`config.mk`:
```
export PLATFORM = sky130hd
export DESIGN_NAME = axi4_lite_default_slave
export DESIGN_NICKNAME = d
export VERILOG_FILES = /design/src/rtl/axi4_lite_default_slave.sv
export SDC_FILE = /design/constraint.sdc
export NUM_CORES = 1
export LEC_CHECK = 0
export ABC_AREA = 1
export CORE_MARGIN = 2
export CORE_UTILIZATION = 37
export CTS_CLUSTER_SIZE = 25
export DETAILED_ROUTE_END_ITERATION = 8
export PLACE_DENSITY = 0.86
export SYNTH_ARGS = -nofsm -noshare
export SYNTH_HDL_FRONTEND = slang
export SYNTH_SLANG_ARGS = --single-unit
```
`constraint.sdc`:
```
create_clock -name aclk -period 4.6 [get_ports aclk]
set_clock_uncertainty 0.15 [all_clocks]
set_input_delay 1.15 -clock aclk [delete_from_list [all_inputs] [get_ports aclk]]
set_output_delay 1.15 -clock aclk [all_outputs]
set_load 0.01 [all_outputs]
```
`src/rtl/axi4_lite_default_slave.sv`:
```
// AXI4-lite default/error slave. Terminates every transaction on an unmapped
// decode region with a programmable response code and fixed read data.
// AW and W are accepted independently and paired into a B response queue;
// AR goes straight into an R response queue. Both queues are DEPTH deep.
// Optional logging of terminated transactions: AXI4_LITE_DEFAULT_SLAVE_LOG_EN.
module axi4_lite_default_slave #(
  parameter int          A     = 32,
  parameter int          N     = 4,
  parameter int          I     = 4,
  parameter logic [63:0] D     = 64'hbaadc0de,
  parameter logic [1:0]  RESP  = 2'b11,
  parameter int          DEPTH = 4,
  localparam int         IW    = (I > 0) ? I : 1,
  localparam int         DW    = 8 * N
) (
  input  logic          aclk,
  input  logic          areset,
  input  logic          awvalid,
  output logic          awready,
  input  logic [A-1:0]  awaddr,
  input  logic [2:0]    awprot,
  input  logic [IW-1:0] awid,
  input  logic          wvalid,
  output logic          wready,
  input  logic [DW-1:0] wdata,
  input  logic [N-1:0]  wstrb,
  output logic          bvalid,
  input  logic          bready,
  output logic [1:0]    bresp,
  output logic [IW-1:0] bid,
  input  logic          arvalid,
  output logic          arready,
  input  logic [A-1:0]  araddr,
  input  logic [2:0]    arprot,
  input  logic [IW-1:0] arid,
  output logic          rvalid,
  input  logic          rready,
  output logic [DW-1:0] rdata,
  output logic [1:0]    rresp,
  output logic [IW-1:0] rid,
  output logic [31:0]   err_count,
  output logic [A-1:0]  err_addr,
  output logic          err_valid
);

  localparam int CW = $clog2(DEPTH) + 1;
  localparam int PW = (DEPTH > 1) ? $clog2(DEPTH) : 1;

  logic          areset_q;
  logic          aw_held, w_held;
  logic          aw_hs, w_hs;
  logic          b_full, b_push, b_pop;
  logic          r_full, r_push, r_pop;
  logic [CW-1:0] b_count, r_count;
  logic          unused_inputs;

  // Payload the slave never looks at.
  assign unused_inputs = ^{wdata, wstrb, awprot, arprot, awaddr, araddr, awid, arid};

  function automatic logic [PW-1:0] ptr_inc(input logic [PW-1:0] p);
    return (p == PW'(DEPTH - 1)) ? '0 : p + PW'(1);
  endfunction

  assign awready = ~aw_held & ~areset_q;
  assign wready  = ~w_held & ~areset_q;
  assign aw_hs   = awvalid & awready;
  assign w_hs    = wvalid & wready;

  assign b_full  = (b_count == CW'(DEPTH));
  assign b_push  = aw_held & w_held & ~b_full;
  assign bvalid  = (b_count != '0);
  assign b_pop   = bvalid & bready;
  assign bresp   = RESP;

  // Full is taken from the registered count, so a pop never frees a slot in the same cycle.
  assign r_full  = (r_count == CW'(DEPTH));
  assign arready = ~r_full & ~areset_q;
  assign r_push  = arvalid & arready;
  assign rvalid  = (r_count != '0);
  assign r_pop   = rvalid & rready;
  assign rdata   = DW'(D);
  assign rresp   = RESP;

  // Delayed reset keeps readies low for one cycle after release.
  always_ff @(posedge aclk) begin
    areset_q <= areset;
  end

  // AW/W hold flags; both clear together when the pair enters the B queue.
  always_ff @(posedge aclk) begin
    if (areset) begin
      aw_held <= 1'b0;
      w_held  <= 1'b0;
    end else if (b_push) begin
      aw_held <= 1'b0;
      w_held  <= 1'b0;
    end else begin
      if (aw_hs) aw_held <= 1'b1;
      if (w_hs)  w_held  <= 1'b1;
    end
  end

  // Occupancy counters for both response queues.
  always_ff @(posedge aclk) begin
    if (areset) begin
      b_count <= '0;
      r_count <= '0;
    end else begin
      case ({b_push, b_pop})
        2'b10:   b_count <= b_count + CW'(1);
        2'b01:   b_count <= b_count - CW'(1);
        default: b_count <= b_count;
      endcase
      case ({r_push, r_pop})
        2'b10:   r_count <= r_count + CW'(1);
        2'b01:   r_count <= r_count - CW'(1);
        default: r_count <= r_count;
      endcase
    end
  end

  generate
    if (I > 0) begin : g_ids
      logic [IW-1:0] awid_q;
      logic [IW-1:0] b_mem [0:(1<<PW)-1];
      logic [IW-1:0] r_mem [0:(1<<PW)-1];
      logic [PW-1:0] b_wptr, b_rptr, r_wptr, r_rptr;

      // Queue pointers wrap modulo DEPTH.
      always_ff @(posedge aclk) begin
        if (areset) begin
          b_wptr <= '0;
          b_rptr <= '0;
          r_wptr <= '0;
          r_rptr <= '0;
        end else begin
          if (b_push) b_wptr <= ptr_inc(b_wptr);
          if (b_pop)  b_rptr <= ptr_inc(b_rptr);
          if (r_push) r_wptr <= ptr_inc(r_wptr);
          if (r_pop)  r_rptr <= ptr_inc(r_rptr);
        end
      end

      // ID storage: held awid and the two queue bodies.
      always_ff @(posedge aclk) begin
        if (aw_hs)  awid_q         <= awid;
        if (b_push) b_mem[b_wptr] <= awid_q;
        if (r_push) r_mem[r_wptr] <= arid;
      end

      assign bid = b_mem[b_rptr];
      assign rid = r_mem[r_rptr];
    end else begin : g_no_ids
      assign bid = '0;
      assign rid = '0;
    end
  endgenerate

`ifdef AXI4_LITE_DEFAULT_SLAVE_LOG_EN
  logic [A-1:0] awaddr_q;
  logic [32:0]  err_sum;

  assign err_sum = {1'b0, err_count} + 33'(b_push) + 33'(r_push);

  // Address of the write currently held for pairing.
  always_ff @(posedge aclk) begin
    if (aw_hs) awaddr_q <= awaddr;
  end

  // Saturating count of terminated transactions and first-address capture; reads win ties.
  always_ff @(posedge aclk) begin
    if (areset) begin
      err_count <= '0;
      err_addr  <= '0;
      err_valid <= 1'b0;
    end else begin
      err_count <= err_sum[32] ? 32'hffff_ffff : err_sum[31:0];
      if (~err_valid & (b_push | r_push)) begin
        err_valid <= 1'b1;
        err_addr  <= r_push ? araddr : awaddr_q;
      end
    end
  end
`else
  assign err_count = '0;
  assign err_addr  = '0;
  assign err_valid = 1'b0;
`endif

endmodule

```
# Yosys cells after proc, flatten, opt, wreduce, memory -nomap -nowiden
# Memory sizes are Yosys's and may differ from the RTL's. A register that Yosys moved wholly into a read port is not among the register bits.
# Index checks and enable logic that the tools add are counted.
[totals]
regBits = 21
mem_bits_rw = 32
in_bits = 121
out_inout_bits = 114
wordCells = 64
mem_count = 2
[op_classes]
n_addsub = 8
eq_ne = 10
muxes = 14
bitwise_logic = 15
reduce_logical = 5
[mem_list]
columns = ["memory", "depth", "word_bits", "read_ports", "rd_ports_with_merged_regs", "write_ports", "line_no", "rtl"]
rows = [
  ["g_ids.b_mem", 4, 4, 1, 1, 1, "125", "logic [IW-1:0] b_mem [0:(1<<PW)-1];"],
  ["g_ids.r_mem", 4, 4, 1, 1, 1, "126", "logic [IW-1:0] r_mem [0:(1<<PW)-1];"],
]
[ops]
columns = ["op", "n"]
rows = [
  ["$mux W2", 8],
  ["$eq A2 B2 Y1 const B", 6],
  ["$pmux W3 S2", 2],
  ["$and A1 B1 Y1", 10],
  ["$add A2 B1 Y2 const B", 4],
  ["$add A3 B1 Y3 const B", 2],
  ["$eq A3 B3 Y1 const B", 2],
  ["$reduce_bool A3 Y1", 2],
  ["$sub A3 B1 Y3 const B", 2],
  ["$not A1 Y1", 5],
  ["$eq A2 B1 Y1 const B", 2],
  ["$mux W1", 4],
  ["$reduce_bool A2 Y1", 2],
  ["$reduce_or A2 Y1", 1],
]

# Longest topological paths before layout
[logic_depth]
depth_word = 6
mapped_depth = 13

# Least setup slack after synthesis
# OpenSTA, ideal clock, no wires.
[synth_path]
path_type = "in2reg"
from = "in bready"
to = "reg b_count[2]"
setup_ns = 0.113
t_arrival_ns = 2.137
required_ns = 4.337
path_slack_ns = 2.201
cell_stages = 11
n_path_buf = 0
cell_sequence = "nand2_1 inv_2 ha_1 inv_1 fa_1 inv_1 nand2_1 nand3_1 nand2_1 nand2_1 nor2_1"
[synth_via]
elab_chain_len = 3
elab_cells_between_ends = 5
[synth_rtl]
columns = ["item", "line_no", "rtl"]
rows = [
  ["start: declaration", "28", "input logic bready,"],
  ["$and A1 B1 Y1 (*)", "72", "assign b_pop = bvalid & bready;"],
  ["via b_pop", "52", "logic b_full, b_push, b_pop;"],
  ["$eq A2 B1 Y1 / $eq A2 B2 Y1 (equally long branches)", "109", "case ({b_push, b_pop})"],
  ["$pmux W3 S2 / $reduce_bool A2 Y1 (equally long branches)", "n/a", ""],
  ["end signal: assignment", "110", "2'b10: b_count <= b_count + CW'(1);"],
  ["end signal: assignment", "111", "2'b01: b_count <= b_count - CW'(1);"],
  ["end signal: assignment", "112", "default: b_count <= b_count;"],
  ["end: declaration", "54", "logic [CW-1:0] b_count, r_count;"],
]
# Mark *: on every way through the listed nets, which the timed path passes. The rest lies on a longest branch.
# A chain may end at the register's enable or synchronous reset.

==> results.md <==
Status:
- The flow ran to the end, and the final reports show no timing, DRC or antenna violations.

Min path:
- The type of the worst min-delay path is reg2reg.
- The worst hold path was traced through 2 stages.
- For hold timing, the worst endpoint is g_ids.b_wptr[1]$_SDFFE_PP0P_.
- The startpoint identified for the worst hold timing path is g_ids.b_wptr[1]$_SDFFE_PP0P_.

Logic synthesis:
- The total number of yosys warnings is 0.
- After synthesis, the netlist uses 21 different library cells.
- The synthesized netlist occupies a cell area of 3160 um2.
- Counting flops and latches in the post-synthesis netlist gives 57.
- Of the synthesized area, sequential elements account for 0.475.
- The average cell area after synthesis is 9.60 um2.
- The gate count after technology mapping is 329.

Global routing:
- The pin count of the biggest net entering global routing is 15.
- The initial antenna violation count came to 0.
- After global routing the overflow that remains totals 0.
- The via count of the first global-routing pass is 1629.
- The all-layer global routing usage is 0.0943.
- The first global-routing pass estimated 6660 um of wire.

Floorplanning:
- The region available for standard cell placement spans 8260 um2.
- The floorplan step defined a die boundary enclosing 9290 um2.
- The number of ports placed on the die boundary is 235.
- The chip width is 96.4 um.
- The die is 96.4 um tall.
- The number of standard-cell rows in the floorplan is 33.
- The initial standard-cell utilization of the core is 0.383.

CTS:
- The longest clock path from root to sink contains 2 buffers.
- The total clock sinks is 57.
- The total of hold buffers inserted after clock tree synthesis is 0.
- The number of setup buffers added after CTS is 0.
- The root buffer cell is clkbuf_8.
- The later pin in the worst-skew pair is clocked with a latency of 330 ps.
- The count of H-tree levels built during CTS is 3.
- TritonCTS built the clock tree.
- Buffers inserted during clock tree synthesis total 9.
- The post-CTS resize count is 0.
- The clock edge transition at the registers on the reported setup and hold paths is 60 ps.

Placement:
- The placed cell count is 456.
- The final weighted congestion in routability-driven placement is 0.765.
- The area after detailed placement is 3150 um2.
- The count of input and output buffers is 27.
- Detailed placement finished with a half-perimeter wire length of 3410 um.

Cells and area:
- The antenna diode instance count is 0.
- The fill cell total of the finished layout is 768.
- The net count of the finished layout is 497.
- Summing all non-filler instances in the final layout gives an area of 3340 um2.
- Compared with the post-synthesis result, the final layout area differs by 5.70%.
- The final instance count without filler cells is 472.
- In the final layout, the share of cells above drive strength 1 is 0.0736.

Timing:
- The final number of hold-violating endpoints came to 0.
- The normalized max-slew margin is 0.562.
- The number of setup violations in the final report is 0.
- Setup repair after global routing left no endpoint under its margin.
- The actual slew at the worst max-slew pin is 656 ps.
- The final-layout setup total negative slack is 0 ps.
- The achievable frequency is 329 MHz.
- The max-slew violation total from the final report is 0.
- The final clock period utilization by the worst path is 0.661.
- The final-layout worst hold slack is 356 ps.
- The clock period minus worst slack is 3040 ps.

Critical path:
- For this design, the slowest cell found on the critical path is clkdlybuf4s50_1.
- Of all nets on the critical path, the largest fanout is 9.
- The signal on the critical path passes through inv_1 -> o21ai_0 -> o22ai_1 -> clkdlybuf4s50_1.
- At the worst endpoint, the required time is 3300 ps.
- The kind of end point of the critical path is an output port.
- The setup slack of the worst register-to-register path is 2610 ps.
- The worst register-to-register path ends at b_count[2]$_SDFFE_PP0P_.
- The type of the setup path with the least slack is reg2out.
- For the worst setup path, the data arrival time is 1740 ps.
- The worst register-to-register path begins at b_count[2]$_SDFFE_PP0P_.
- The type of origin of the critical path is a register.
- The peak per-stage delay on the critical path is 500 ps.
- Measured in cells, the most critical reg-to-reg path has a length of 12.

Pwr:
- The sum of internal, switching and leakage power is 1.49 mW.
- The worst-case vdd ir drop is 224 uV.
- The leakage power figure is 1.48 nW.
- In this run the power density over the cells is 445 nW/um2.

Job:
- Max-cap violations in this run came to 0.

Route:
- In the final routing, the length of wire on met1 measures 1600 um.
- The met2 wire length is 2210 um.
- The routed layout has 1877 vias.
- The detailed-routing iteration count for the pre-antenna-repair pass is 4.
- The total routed wirelength is 4300 um.
- The final antenna-violating net count is 0.
- The highest routed metal layer is met4.
- The ratio of routed vias to standard cells is 3.98.
- The detailed-route wire length per cell is 9.11 um.
- The total met3 wirelength after detailed routing is 402 um.
- The iteration-0 DRC count of the detailed router is 32.
- The total DRC errors in the routed layout is 0.
-- cells in the mapped netlist (all sizes together) --
library cell,instances,share of area
o22ai,8,0.016
nand3,6,0.017
ha,12,0.048
edfxtp,36,0.34
nand2,22,0.031
nor2,50,0.060
nor3b,1,0.0024
o21ai,24,0.038
conb,2,0.0024
dfxtp,21,0.13
fa,2,0.013
a21oi,8,0.013
buf,104,0.25
inv,33,0.039
-- sequential cells by signal, summed over array words and instances (netlist names), named ones only --
name          count
g_ids.b_mem      16
g_ids.r_mem      16
g_ids.awid_q      4
b_count           3
r_count           3
g_ids.b_rptr      2
g_ids.b_wptr      2
g_ids.r_rptr      2
g_ids.r_wptr      2
areset_q          1
aw_held           1
w_held            1
-- worst max-delay path: cells and delay by family (launching register included) --
kind,cells,cell delay (ps)
AO/OA/AOI/OAI,2,270
buffers and inverters,2,680
flip-flops,1,470
-- cell usage in the layout, fill, tap and decap left out --
master,instances
conb_1,101
nor2_1,49
edfxtp_1,36
inv_1,28
clkdlybuf4s50_1,27
o21ai_0,24
dfxtp_1,21
nand2_1,18
ha_1,12
clkbuf_8,9
o22ai_1,8
a21oi_1,8
inv_2,5
nand2_2,3
nand3_1,3
clkinv_2,3
nand3_2,2
fa_1,2
clkinv_1,2
nor3b_1,1
nor2_2,1
nand2_4,1
nand3_4,1
clkinv_4,1
bufinv_16,1
-- final cells by class --
| type | count | area (um2) | share of cell area |
|---|---|---|---|
| clock inverters | 7 | 61.3 | 0.0184 |
| flip-flops and latches | 57 | 1500 | 0.450 |
| well taps | 105 | 131 | 0.0393 |
| multi-input cells | 234 | 1130 | 0.338 |
| clock buffers | 9 | 124 | 0.0371 |
| repair buffers | 27 | 270 | 0.0809 |
| inverters | 33 | 124 | 0.0371 |
-- kinds of logic (layout without fill, tap and decap cells) --
group / count (synthesis) / count (layout) / share of synthesized area
AND/OR/NAND/NOR: 79 / 79 / 0.110
flip-flops: 57 / 57 / 0.475
other: 2 / 101 / 0.00238
buffers and inverters: 137 / 76 / 0.286
AO/OA/AOI/OAI: 40 / 40 / 0.0665
adder cells (fa/ha/maj): 14 / 14 / 0.0602
-- how the worst max path moves through the flow --
| stage | start | to | depth (start not counted) |
|---|---|---|---|
| finish | register | rid[1] | 4 |
| CTS | register | rid[1] | 4 |
| floorplan | bready | b_count[2]$_SDFFE_PP0P_ | 11 |
| global route | register | rid[0] | 4 |
| detailed placement | bready | b_count[2]$_SDFFE_PP0P_ | 11 |
| global placement | bready | b_count[2]$_SDFFE_PP0P_ | 12 |
-- per-layer routing --
layer,global-route usage,vias up
li1,-,924
met1,0.0961,829
met2,0.167,111
met3,0.0279,13
met4,0.0610,0
met5,0,-
-- per-stage QoR --
stage	setup slack, ps	util
floorplan	2200	-
global placement	1630	0.382
detailed placement	1540	0.382
CTS	1520	0.404
global route	1420	0.404
finish	1560	0.404
-- where the power goes --
part / switching (mW) / internal, mW / total [mW]
combinational: 0.245 / 0.179 / 0.424
clock: 0.179 / 0.244 / 0.423
sequential: 0.0436 / 0.595 / 0.639
Power figures use the tool's default switching activity.
